**config.mk**
```make
export PLATFORM = sky130hd
export DESIGN_NAME = branch_history_unit
export DESIGN_NICKNAME = d
export VERILOG_FILES = /design/src/rtl/branch_history_unit.sv
export SDC_FILE = /design/constraint.sdc
export NUM_CORES = 1
export LEC_CHECK = 0
export ABC_AREA = 1
export CORE_UTILIZATION = 50
export CTS_CLUSTER_DIAMETER = 80
export DETAILED_ROUTE_END_ITERATION = 16
export HOLD_SLACK_MARGIN = 0.08
export PLACE_DENSITY = 0.67
export SETUP_SLACK_MARGIN = 0.1
export SYNTH_ARGS = -nofsm -noshare
export SYNTH_HDL_FRONTEND = slang
export SYNTH_SLANG_ARGS = --single-unit
```
**constraint.sdc**
```tcl
create_clock -name clk -period 2.86 [get_ports clk]
set_input_delay 0.286 -clock clk [delete_from_list [all_inputs] [get_ports clk]]
set_output_delay 0.286 -clock clk [all_outputs]
set_load 0.005 [all_outputs]
```
**src/rtl/branch_history_unit.sv**
```systemverilog
// Branch predictor front stage: tagged per-PC local history table plus an in-flight FIFO
// that feeds resolved outcomes back as a one-cycle update bundle. Optional macro: HIST_BYPASS_EN.
module branch_history_unit #(
  parameter int PC_WIDTH    = 10,
  parameter int ENTRY_WIDTH = 4,
  parameter int HIST_WIDTH  = 3,
  parameter int FIFO_DEPTH  = 4
) (
  input  logic                          clk,
  input  logic                          rst_n,
  input  logic                          lookup_valid,
  input  logic [PC_WIDTH-1:0]           lookup_pc,
  output logic                          lookup_ready,
  output logic [HIST_WIDTH-1:0]         prev_history,
  output logic                          evict,
  input  logic                          resolve_valid,
  input  logic                          resolve_taken,
  input  logic                          flush,
  output logic                          we,
  output logic [PC_WIDTH-1:0]           old_pc,
  output logic [HIST_WIDTH-1:0]         update_history,
  output logic                          branch_taken,
  output logic [$clog2(FIFO_DEPTH):0]   inflight_count
);
  localparam int DEPTH = 1 << ENTRY_WIDTH;
  localparam int TAG_W = PC_WIDTH - ENTRY_WIDTH;
  localparam int PTR_W = $clog2(FIFO_DEPTH);
  localparam int CNT_W = PTR_W + 1;

  logic [DEPTH-1:0]                 tbl_valid;
  logic [DEPTH-1:0][TAG_W-1:0]      tbl_tag;
  logic [DEPTH-1:0][HIST_WIDTH-1:0] tbl_hist;

  logic [FIFO_DEPTH-1:0][PC_WIDTH-1:0]   fifo_pc;
  logic [FIFO_DEPTH-1:0][HIST_WIDTH-1:0] fifo_hist;
  logic [PTR_W-1:0] rd_ptr, wr_ptr;
  logic [CNT_W-1:0] count;

  logic [ENTRY_WIDTH-1:0] l_idx, r_idx;
  logic [TAG_W-1:0]       l_tag, r_tag;
  logic [PC_WIDTH-1:0]    head_pc;
  logic [HIST_WIDTH-1:0]  head_hist, shifted;
  logic hit, full, accept, install, pop, r_match, upd;

  always_comb begin
    l_idx   = lookup_pc[ENTRY_WIDTH-1:0];
    l_tag   = lookup_pc[PC_WIDTH-1:ENTRY_WIDTH];
    hit     = tbl_valid[l_idx] && (tbl_tag[l_idx] == l_tag);
    full    = (count == CNT_W'(FIFO_DEPTH));
    lookup_ready = !full && !flush;
    accept  = lookup_valid && lookup_ready;
    install = accept && !hit;
    evict   = install;

    head_pc   = fifo_pc[rd_ptr];
    head_hist = fifo_hist[rd_ptr];
    r_idx     = head_pc[ENTRY_WIDTH-1:0];
    r_tag     = head_pc[PC_WIDTH-1:ENTRY_WIDTH];
    pop       = resolve_valid && (count != '0);
    r_match   = tbl_valid[r_idx] && (tbl_tag[r_idx] == r_tag);
    // A same-edge install into the resolving slot means the resolving branch was evicted.
    upd       = pop && r_match && !(install && (l_idx == r_idx));
    shifted   = {tbl_hist[r_idx][HIST_WIDTH-2:0], resolve_taken};

    prev_history = '0;
    if (hit) begin
`ifdef HIST_BYPASS_EN
      // hit excludes install, so upd here is the plain resolve qualifier (no loop).
      if (upd && (l_idx == r_idx)) prev_history = shifted;
      else                         prev_history = tbl_hist[l_idx];
`else
      prev_history = tbl_hist[l_idx];
`endif
    end
  end

  assign inflight_count = count;

  always_ff @(posedge clk or negedge rst_n) begin
    if (!rst_n) begin
      tbl_valid <= '0;
      tbl_tag   <= '0;
      tbl_hist  <= '0;
    end else begin
      if (upd) tbl_hist[r_idx] <= shifted;
      if (install) begin
        tbl_valid[l_idx] <= 1'b1;
        tbl_tag[l_idx]   <= l_tag;
        tbl_hist[l_idx]  <= '0;
      end
    end
  end

  always_ff @(posedge clk or negedge rst_n) begin
    if (!rst_n) begin
      fifo_pc   <= '0;
      fifo_hist <= '0;
      rd_ptr    <= '0;
      wr_ptr    <= '0;
      count     <= '0;
    end else begin
      if (accept) begin
        fifo_pc[wr_ptr]   <= lookup_pc;
        fifo_hist[wr_ptr] <= prev_history;
      end
      if (flush) begin
        rd_ptr <= '0;
        wr_ptr <= '0;
        count  <= '0;
      end else begin
        if (accept) wr_ptr <= wr_ptr + 1'b1;
        if (pop)    rd_ptr <= rd_ptr + 1'b1;
        case ({accept, pop})
          2'b10:   count <= count + 1'b1;
          2'b01:   count <= count - 1'b1;
          default: count <= count;
        endcase
      end
    end
  end

  // Update bundle: strobe pulses once per applied resolve, payload holds otherwise.
  always_ff @(posedge clk or negedge rst_n) begin
    if (!rst_n) begin
      we             <= 1'b0;
      old_pc         <= '0;
      update_history <= '0;
      branch_taken   <= 1'b0;
    end else begin
      we <= upd;
      if (upd) begin
        old_pc         <= head_pc;
        update_history <= head_hist;
        branch_taken   <= resolve_taken;
      end
    end
  end
endmodule

```
* Word level (Yosys, flattened, before mapping)
Cells that the tools add are included.
** Cells by class
- $add $sub $neg :: 4
- Equal/unequal tests :: 6
- Muxes and demuxes :: 41
- Reductions and logical operators :: 20
- Order comparisons :: 7
- Bitwise logic cells :: 3
** Operator list (number)
- bitwise mux 96 bit :: 1
- two-way mux 48 bit :: 2
- bitwise AND 48 bit :: 1
- binary-select mux 6 bit (select 4 bit) :: 2
- bitwise mux 48 bit :: 1
- inverter 48 bit :: 1
- bitwise mux 40 bit :: 1
- binary-select mux 3 bit (select 4 bit) :: 2
- demux 3 bit (select 4 bit) :: 2
- demux 6 bit (select 4 bit) :: 1
- two-way mux 3 bit :: 7
- binary-select mux 10 bit (select 2 bit) :: 1
- demux 10 bit (select 2 bit) :: 1
- two-way mux 10 bit :: 2
- two-way mux 6 bit :: 3
- OR 16 bit :: 1
- bitwise mux 12 bit :: 1
- == test 6 bit :: 2
- logical AND 1 bit :: 12
- less-than comparator 4 x 5 -> 1 bit, second input constant :: 2
- two-way mux 2 bit :: 5
- binary-select mux 1 bit (select 4 bit) :: 2
- >= comparator 4 x 1 -> 1 bit, second input constant :: 2
- binary-select mux 3 bit (select 2 bit) :: 1
- other kinds (16) :: 25
** Storage, ports and cells
- Bits in registers :: 234
- Logic and storage cells :: 129

* Depth between registers and ports, before layout
Gate-level depths: netlist (run 1).
- Word-level depth :: 12
- Depth in mapped cells :: 24
- Gate-level depth less buffers :: 21

* Worst setup path after synthesis (run 1)
No wires, ideal clock.
- Kind :: reg-to-reg
- Start point :: register rd_ptr[0]
- End point :: register branch_taken
- Library setup time :: 0.132 ns
- Stages on the path, launching flop included :: 21
- Data required time :: 2.728 ns
- Arrival :: 2.252 ns
- Slack :: 0.476 ns
- Path through :: dfrtp_1 -> buf_6 -> inv_4 -> nand2_1 -> nand3_2 -> nand2_1 -> buf_6 -> buf_4 -> nand2_1 -> nand2_1 -> nand2_1 -> nand2_1 -> nand2_1 -> nand2_1 -> o21bai_1 -> nand4_1 -> nor2_4 -> nand2_2 -> buf_2 -> nand2_1 -> o21ai_1
** On the way
- Longest elaborated chain between the ends :: 8
- Elaborated cells between the ends (all ways) :: 13
- Those cells by class :: 2 x eq/ne; 6 x mux; 5 x reduce/logical
** Ends and longest elaborated chain
- from (decl) :: line 36 : logic [PTR_W-1:0] rd_ptr, wr_ptr;
- from (signal assigned) :: line 112 : if (pop) rd_ptr <= rd_ptr + 1'b1;
- binary-select mux 10 bit (select 2 bit) * :: line 55 : head_pc = fifo_pc[rd_ptr];
- two-way mux 10 bit (implied by the code) * :: line 55
- binary-select mux 6 bit (select 4 bit) :: line 60 : r_match = tbl_valid[r_idx] && (tbl_tag[r_idx] == r_tag);
- two-way mux 6 bit (implied by the code) :: line 60
- == test 6 bit :: line 60
- logical AND 1 bit :: line 60
- logical AND 1 bit :: line 62 : upd = pop && r_match && !(install && (l_idx == r_idx));
- logical AND 1 bit * :: line 62
- to (signal assigned) :: line 134 : branch_taken <= resolve_taken;
- to (decl) :: line 22 : output logic branch_taken,
Every way passes the cells marked *; elsewhere a longest branch is shown, timed or not. The select of a mux whose other input is x is not followed.
A chain may end at the register's enable or synchronous reset.

* Worst setup path in the final report (run 1)
- Start point :: register rd_ptr[0]
- End point :: register tbl_hist[26] (netlist name)
** On the way
- Longest elaborated chain between the ends :: 11
- Elaborated cells between the ends (all ways) :: 24
- Those cells by class :: 2 x order compare; 2 x eq/ne; 13 x mux; 1 x bitwise; 6 x reduce/logical
** Ends and longest elaborated chain
- binary-select mux 10 bit (select 2 bit) * :: line 55
- two-way mux 10 bit (implied by the code) * :: line 55
- binary-select mux 6 bit (select 4 bit) :: line 60
- two-way mux 6 bit (implied by the code) :: line 60
- == test 6 bit :: line 60
- logical AND 1 bit :: line 60
- logical AND 1 bit (2 in series) :: line 62
- two-way mux 48 bit * :: line 85 : if (upd) tbl_hist[r_idx] <= shifted;
- bitwise AND 48 bit (no source line)
- two-way mux 48 bit * :: line 86 : if (install) begin
- to (signal, indexed assignment) :: line 85
- to (decl) :: line 32 : logic [DEPTH-1:0][HIST_WIDTH-1:0] tbl_hist;
Marks and branches as above.

==> results.md, run 1 <==
Drt:
- The number of search-and-repair iterations in the first detailed-routing pass is 11.
- In the final routed layout, each cell accounts on average for around 20 um.
- The number of DRC markers after the initial detailed-route iteration is 1675.
- In this run the remaining antenna-violating nets after routing total 0.
- In the routed design, unresolved DRC markers number 0.
- The detailed-route via count is between 10000 and 15000.
- The aggregate routed wire length is ~49000 um.
- The via density per instance is between 5 and 6.

Floorplanning:
- Measured along the x axis, the die boundary spans roughly 170 um.
- The floorplan step defined a die boundary enclosing approximately 28000 sq um.
- The area inside the core boundary is 26880 sq um.
- The floorplan step set the die height to 167.1 um.
- The number of core rows is 60.
- The initial cell density of the core is 0.5071.
- The boundary pin count is 39.

Yosys:
- The synthesized design spends more area on one cell type than any other, namely sky130_fd_sc_hd__dfrtp_1.
- Of the total synthesized cell area, the portion taken by AND, OR, NAND and NOR gates is 0.3318.
- Of the post-synthesis cell area, the dominant cell type holds 0.4297.
- By area the synthesized netlist is led by sky130_fd_sc_hd__dfrtp_1 (43%), sky130_fd_sc_hd__nand2_1 (22%), sky130_fd_sc_hd__o21ai_0 (7.2%).
- Yosys printed 0 warnings.
- The netlist area before placement is roughly 14000 sq um.
- The dominant combinational cell family by area after synthesis is simple AND/OR/NAND/NOR gates.
- The sequential area share after synthesis is 0.4297.
- The multiplexer share of the synthesized area is 0.
- The compound-gate portion of the synthesized area is 0.1345.
- The synthesized design contains around 230 register bits.
- Yosys mapped the design onto 38 distinct sky130hd cell types.
- The number of nets handed over by synthesis was about 2000.
- The post-synthesis share of cell area spent on full adders, half adders and majority gates is 0.005141.
- In the synthesized netlist, the number of instances is 1945.
- The xor/xnor share of the synthesized area is 0.003213.
- Dividing the synthesized area by the synthesized cell count gives about 7 sq um.

Layout:
- The area overhead of the layout relative to synthesis is 33.01%.
- The library cell used most frequently in the layout, excluding fill and tap cells, is sky130_fd_sc_hd__nand2_1.
- The layout net count is 2118.
- The fraction of final layout cells with drive strength greater than 1 is 0.1907.
- The post-route standard cell area excluding fillers is ~18000 sq um.
- In the layout the commonest cells are sky130_fd_sc_hd__nand2_1 (741), sky130_fd_sc_hd__dfrtp_1 (233), sky130_fd_sc_hd__o21ai_0 (193), sky130_fd_sc_hd__inv_1 (173), sky130_fd_sc_hd__buf_4 (101).

Timing:
- The clock arrives with around 0.015 ns of skew.
- The count of endpoints failing hold in the final timing report is 0.
- Setup repair after global routing could not meet its margin everywhere.
- The final number of max-transition violations came to 0.
- The highest clock rate is around 0.33 GHz.
- The final setup slack of the worst path is -0.1922 ns.
- The max-slew headroom at the worst pin is 0.4912.
- The number of setup violations in the final report is between 60 and 70.
- The transition time at the pin with the least slew margin is between 0.7 and 0.8 ns.
- The final critical-path share of the clock period is 1.067.
- The worst path in the final design needs a cycle of approximately 3.1 ns, including I/O delays and setup.

Critical path:
- The required arrival time at the worst endpoint is 3.32 ns.
- The dominant cell type by count on the critical path is sky130_fd_sc_hd__nand2_1.
- The critical path goes through buf_6, clkinvlp_4, nand2_1, nand3_2, nand2_4, inv_1, nor2_4, buf_4, nand2_1, nand2_2, nor2_1, nand2_1, nand4_1, nor2_4, buf_12, buf_6, buf_16, nand3_4, nand2_2, inv_1, nor2_1.
- Of all nets on the critical path, the largest fanout is 7.
- The worst setup path is of the reg -> reg kind.
- The kind of cell with the highest combined delay along the critical path is simple AND/OR/NAND/NOR gates.
- The largest stage delay on the critical path is 0.46 ns.
- The kind of start point of the critical path is a flop.
- The number of buffers and inverters on the critical path is 8.
- The element type at the critical path end is a flop.
- At the worst endpoint, the arrival time is 3.51 ns.
- The library cell contributing the largest single delay on the critical path is sky130_fd_sc_hd__dfrtp_2.

Outcome:
- The checks that failed: setup timing.
- The run finished, with violations left.

Pwr:
- The areal power density over the cells is between 1000 and 1500 nW/um^2.
- The worst-case IR drop observed on VDD is around 0.65 mV.
- For this design the static power due to leakage is around 9.2 nW.

Placed design:
- The placed wire-length estimate after detailed placement is 28160 um.
- Routability-driven placement finished with a final weighted congestion of about 0.89.
- During placement, the flow inserted port buffers numbering 38.
- The instance area at placement is 15150 sq um.
- The setup slack after placement is -0.2125 ns.

Global route:
- Entering global routing, the biggest net connects 82 pins.
- For this run, the total global-route usage over all layers was measured as 0.3445.
- Summed over all layers, the global routing overflow is 0.
- The first global-routing pass estimated 75600 um of wire.
- The via count of the first global-routing pass is between 10000 and 15000.
- The initial antenna violation count is 0.

CTS:
- The depth of the CTS H-tree is 1.
- The total clock buffers created by CTS is 28.
- The clock network latency to the later pin of the worst-skew pair is 0.55 ns.
- TritonCTS built the clock tree.
- The buffer depth of the longest clock path is 3.
- The root buffer cell is sky130_fd_sc_hd__clkbuf_16.
- Clock-pin slew was measured on the worst setup and hold paths at 0.06 ns.
- CTS saw 234 sinks.

Worst hold path:
- In this run the worst hold path is classified as in -> async.

Flow run:
- The max capacitance violation total is 0.
## layer usage
metal / up-vias / wire length [um] / track usage
li1: 6531 / - / -
met3: 226 / 4883 / 0.06712
met4: 0 / 2397 / 0.1490
met1: 6685 / 19170 / 0.4498
met5: - / 0 / 0
met2: 813 / 22220 / 0.5585
## power by group
part           leakage [nW]  internal (W)  switching (W)  total, W
combinational          5.77       0.00619        0.00763    0.0138
sequential             2.94       0.00439       0.000815   0.00521
clock                 0.484       0.00227        0.00148   0.00376
## worst paths after layout
check	from	endpoint	slack [ns]	cells after the start
worst min register to register	tbl_valid[10]	tbl_valid[10]	0.48	2
max in group asynchronous	rst_n	tbl_hist[2]	1.76	3
worst max register to register	rd_ptr[0]	tbl_hist[26]	-0.19	21
min in group clk	lookup_pc[1]	fifo_pc[1]	0.36	4
worst min-delay path	rst_n	fifo_pc[14]	0.32	2
worst max-delay path	rd_ptr[0]	tbl_hist[26]	-0.19	21
## Yosys cell counts, drive strengths merged
library cell and count:
o31ai 4, fa 1, nand3 48, a32oi 6, a21boi 16, o221ai 8, a22oi 8, o21a 12
o21ai 224, o22ai 23, xor2 5, nand4 44, o2111ai 1, a32o 3, or2 12, clkinv 2
o21bai 4, ha 4, a31oi 1, clkbuf 46, nor2 101, nor3 9, nand2 807, buf 71
nand3b 53, a21oi 14, dfrtp 234, inv 184
## cell type report
class                           instances  area (sq um)
Antenna cell                            1         2.502
Sequential cell                       234          5857
Tap cell                              341         426.7
Timing Repair inverter                  1         7.507
Multi-Input combinational cell       1408          7061
Clock buffer                           39         823.3
Clock inverter                         13         146.4
Inverter                              186         715.7
Timing Repair Buffer                  238          3087
Fill cell                            2140          8750
## state kept, by name, indices dropped and copies added (netlist names), 2 cells and up
register and cells:
tbl_tag 96, tbl_hist 48, fifo_pc 40, tbl_valid 16, fifo_hist 12, old_pc 10, inflight_count 3, update_history 3
rd_ptr 2, wr_ptr 2
## stage by stage
| step | total power (W) | std cells | hold WS (ns) | utilization | TNS [ns] |
|---|---|---|---|---|---|
| 4_1_cts | 0.02135 | 2450 | 0.3256 | 0.6622 | -0.5045 |
| 5_1_grt | 0.02385 | 2460 | 0.3611 | 0.6743 | -12.47 |
| 3_5_place_dp | 0.01360 | 2322 | 0.3220 | 0.5635 | -9.691 |
| 3_3_place_gp | 0.01343 | 2322 | 0.3286 | 0.5635 | -6.795 |
| 6_report | 0.02279 | 2461 | 0.3198 | 0.6744 | -6.562 |
| 2_1_floorplan | 0.01052 | 1945 | -0.009591 | - | 0 |
## cells by family (layout without fill, tap and decap cells)
| logic type | Yosys count | in the layout |
|---|---|---|
| AOI/OAI and AO/OA | 324 | 324 |
| DFF | 234 | 234 |
| other | 0 | 1 |
| buffers and inverters | 303 | 477 |
| adders and majority gates | 5 | 5 |
| xor gates and xnor gates | 5 | 5 |
| and+or+nand+nor | 1074 | 1074 |
## repair_timing
item,in CTS,in global routing
hold buffers,1,0
cloned,28,3
hold endpoints to repair,78,0
endpoints found under the setup margin,67,67
resized for setup,171,54
pin swaps,42,39
setup buffers,50,9
Power figures use the tool's default switching activity.
==> run 2, diff against run 1 <==
Settings changed: CORE_ASPECT_RATIO from default to 1.1.
==> run 2 against run 1 <==
  * The run still ends with setup timing left
  * Utilization down 1.4 points
  * Die area did not move
  * Cell count down 0.16%
  * Clock power is 5% lower
  * Combinational power down 16%
  * Critical path depth decreased by 1
  * Design area down 2.0%
  * Maximum frequency up 4.1%
  * Via count is 2.3% lower
  * Power decreased by 11%
  * Sequential cell count stayed put
==> results.md, run 2 (synthesis results as in run 1) <==
Outcome:
- The flow ran to the end, but the final reports show violations.
- The final reports fail on setup timing.

Global route:
- Entering global routing, the biggest net connects 90 pins.
- The global-route wire length before repair is 70680 um.
- The total overflow left after global routing is 0.
- Across every metal layer, demand over resource in global routing totals 0.3196.
- The via count of the first global-routing pass is ~13000.
- The initial antenna violation count is 0.

CTS:
- CTS built an H-tree with a depth of 1.
- TritonCTS built the clock tree.
- After clock tree synthesis, the clock-pin slew on the worst setup and hold paths is about 0.06 ns.
- The number of clock sinks seen by CTS is roughly 230.
- Counting the buffers created by CTS gives 27.
- For the worst-skew pair, the clock arrives at the later sink with an insertion delay of between 0.5 and 0.6 ns.
- The root buffer cell is sky130_fd_sc_hd__clkbuf_16.
- The buffer depth of the longest clock path is 3.

Layout:
- The area growth from synthesis to layout is 30.29%.
- Summing all flip-flop and latch instances after layout gives between 5000 and 6000 sq um.
- Once layout is complete, the cells apart from fillers number between 2000 and 2500.
- Of the cells placed in the final design, the portion with a size suffix greater than 1 is 0.1938.
- The number of inserted diodes is 0.
- The most flop-heavy register is tbl_tag.
- The flip-flop count of the largest register, all copies and words added is 96.
- In the final layout, the registers with the most flip-flops are tbl_tag x96, tbl_hist x48, fifo_pc x40.
- The count of fill cells added during filler insertion is 2248.
- The most common cell after layout, fill and taps aside is sky130_fd_sc_hd__nand2_1.
- The combined area of the multi-input logic cells is between 7000 and 8000 sq um.
- In the layout the commonest cells are sky130_fd_sc_hd__nand2_1 (726), sky130_fd_sc_hd__dfrtp_1 (233), sky130_fd_sc_hd__o21ai_0 (191), sky130_fd_sc_hd__inv_1 (168), sky130_fd_sc_hd__buf_4 (108).
- For this run, the post-layout net count is roughly 2100.
- At the end of the flow the core is filled with cells to 0.6606.

Drt:
- The mean routed wirelength per cell is 18.67 um.
- For this block, the initial DRC count from the detailed router was around 1700.
- The via density per instance is ~5.7.
- The detailed router placed between 10000 and 15000 vias in this run.
- The routed design has approximately 46000 um of wire.
- Before antenna repair, the detailed router went through 7 iterations.
- The number of remaining DRC errors is 0.
- The remaining antenna violation count is 0.

Floorplanning:
- The die is 159.4 um wide.
- The area inside the core boundary is about 27000 sq um.
- The full die area is 27920 sq um.
- The boundary pin count is 39.
- The initial cell density of the core is 0.5070.
- The die span in y is about 180 um.
- After floorplanning, the core was divided into 63 placement rows.

Critical path:
- Counting both buffers and inverters, the worst setup path holds a total of 7.
- The required arrival time at the worst endpoint is ~3.3 ns.
- The maximum fanout count along the critical path is 8.
- The critical path is of the reg -> reg type.
- The arrival time at the worst endpoint is between 3 and 4 ns.
- The library cell contributing the largest single delay on the critical path is sky130_fd_sc_hd__dfrtp_2.
- The largest stage delay on the critical path is 0.46 ns.
- The kind of start point of the critical path is a flop.
- Grouping stages by cell kind, the critical path spends the most delay in simple AND/OR/NAND/NOR gates.
- The critical path goes through inv_4, buf_6, buf_6, nand2_1, nand3_2, nand2_4, inv_2, nor2_4, nand2_2, nand2_2, nor2_1, nand2_1, nand4_1, nor2_4, buf_4, buf_6, nand2_8, buf_12, nand2_2, o21ai_1.
- STA classifies the critical path endpoint as a flop.

Placed design:
- The setup slack after placement is -0.1866 ns.
- Once detailed placement completed, the half-perimeter wirelength came to 28310 um.
- Routability-driven placement finished with a final weighted congestion of 0.8773.
- Input and output buffers added on the ports amount to 38.
- The number of placed instances, taps included, is 2356.

Pwr:
- The leakage power of the design is ~9 nW.
- The areal power density over the cells is 1144 nW/um^2.
- The worst-case IR drop observed on VDD is just under 0.6 mV.

Flow run:
- Across the run, the number of max-cap violations was 0.

Timing:
- The count of endpoints failing hold in the final timing report is 0.
- The routed design could run at a clock period as short as just under 3 ns.
- The max-slew headroom at the worst pin is 0.4826.
- Setup violations remaining at the end of the flow were counted as 39.
- The largest clock skew in the final design is ~0.011 ns.
- The final number of max-transition violations was 0.
- Setup repair after global routing could not meet its margin everywhere.
- The final setup slack of the worst path is -0.07095 ns.
- The transition time at the pin with the least slew margin is 0.7761 ns.
- The final critical-path share of the clock period is 1.025.
- The highest clock rate is between 0.3 and 0.4 GHz.

Worst hold path:
- In this run the worst hold path is classified as in -> reg.
run 2: repair_timing:
item / CTS / global route
hold endpoints to repair: 84 / 0
endpoints found under the setup margin: 67 / 67
buffers inserted: 19 / 14
hold buffers: 1 / 0
pin swaps: 38 / 69
cloned: 10 / 11
gates resized for setup: 123 / 106
run 2: final timing paths:
kind | startpoint | end | slack, ns | depth (start not counted)
hold reg to reg | tbl_valid[3] | tbl_valid[3] | 0.47 | 2
setup reg to reg | rd_ptr[0] | old_pc[1] | -0.07 | 20
hold / removal | lookup_pc[0] | fifo_pc[20] | 0.30 | 4
setup / recovery | rd_ptr[0] | old_pc[1] | -0.07 | 20
min in group asynchronous | rst_n | tbl_tag[66] | 0.34 | 2
max in group asynchronous | rst_n | update_history[1] | 1.68 | 3
run 2: where the power goes:
group          internal (W)  switching, W
sequential          0.00439      0.000765
combinational       0.00471       0.00685
clock               0.00213       0.00146
total                0.0112       0.00908
run 2: area by class of cell:
| cell class | count | area share |
|---|---|---|
| repair buffers | 224 | 0.1543 |
| clock buffers | 35 | 0.04256 |
| inverters | 186 | 0.04010 |
| clock inverters | 13 | 0.008667 |
| multi-input cells | 1408 | 0.3994 |
| flip-flops and latches | 234 | 0.3299 |
| well taps | 357 | 0.02516 |
run 2: metal layers:
metal / global-route usage / share of wire
met5: 0 / 0
met4: 0.1318 / 0.043
met3: 0.03394 / 0.077
met2: 0.5272 / 0.46
met1: 0.4304 / 0.42
run 2: tightest hold or removal path, cell delays in order:
cell and delay [ns]:
sky130_fd_sc_hd__buf_2 0.12, sky130_fd_sc_hd__inv_2 0.09, sky130_fd_sc_hd__buf_12 0.16, sky130_fd_sc_hd__o21ai_0 0.15
run 2: per-stage QoR:
stage / setup TNS [ns] / cell area, sq um / total power, W / hold WS, ns
CTS: -0.5512 / 17090 / 0.01857 / 0.2947
global placement: -4.456 / 15290 / 0.01353 / 0.3804
global route: -8.230 / 17760 / 0.02141 / 0.3378
detailed placement: -10.48 / 15290 / 0.01365 / 0.3842
finish: -1.516 / 17760 / 0.02031 / 0.3042
floorplan: 0 / 13630 / 0.01052 / -0.009591
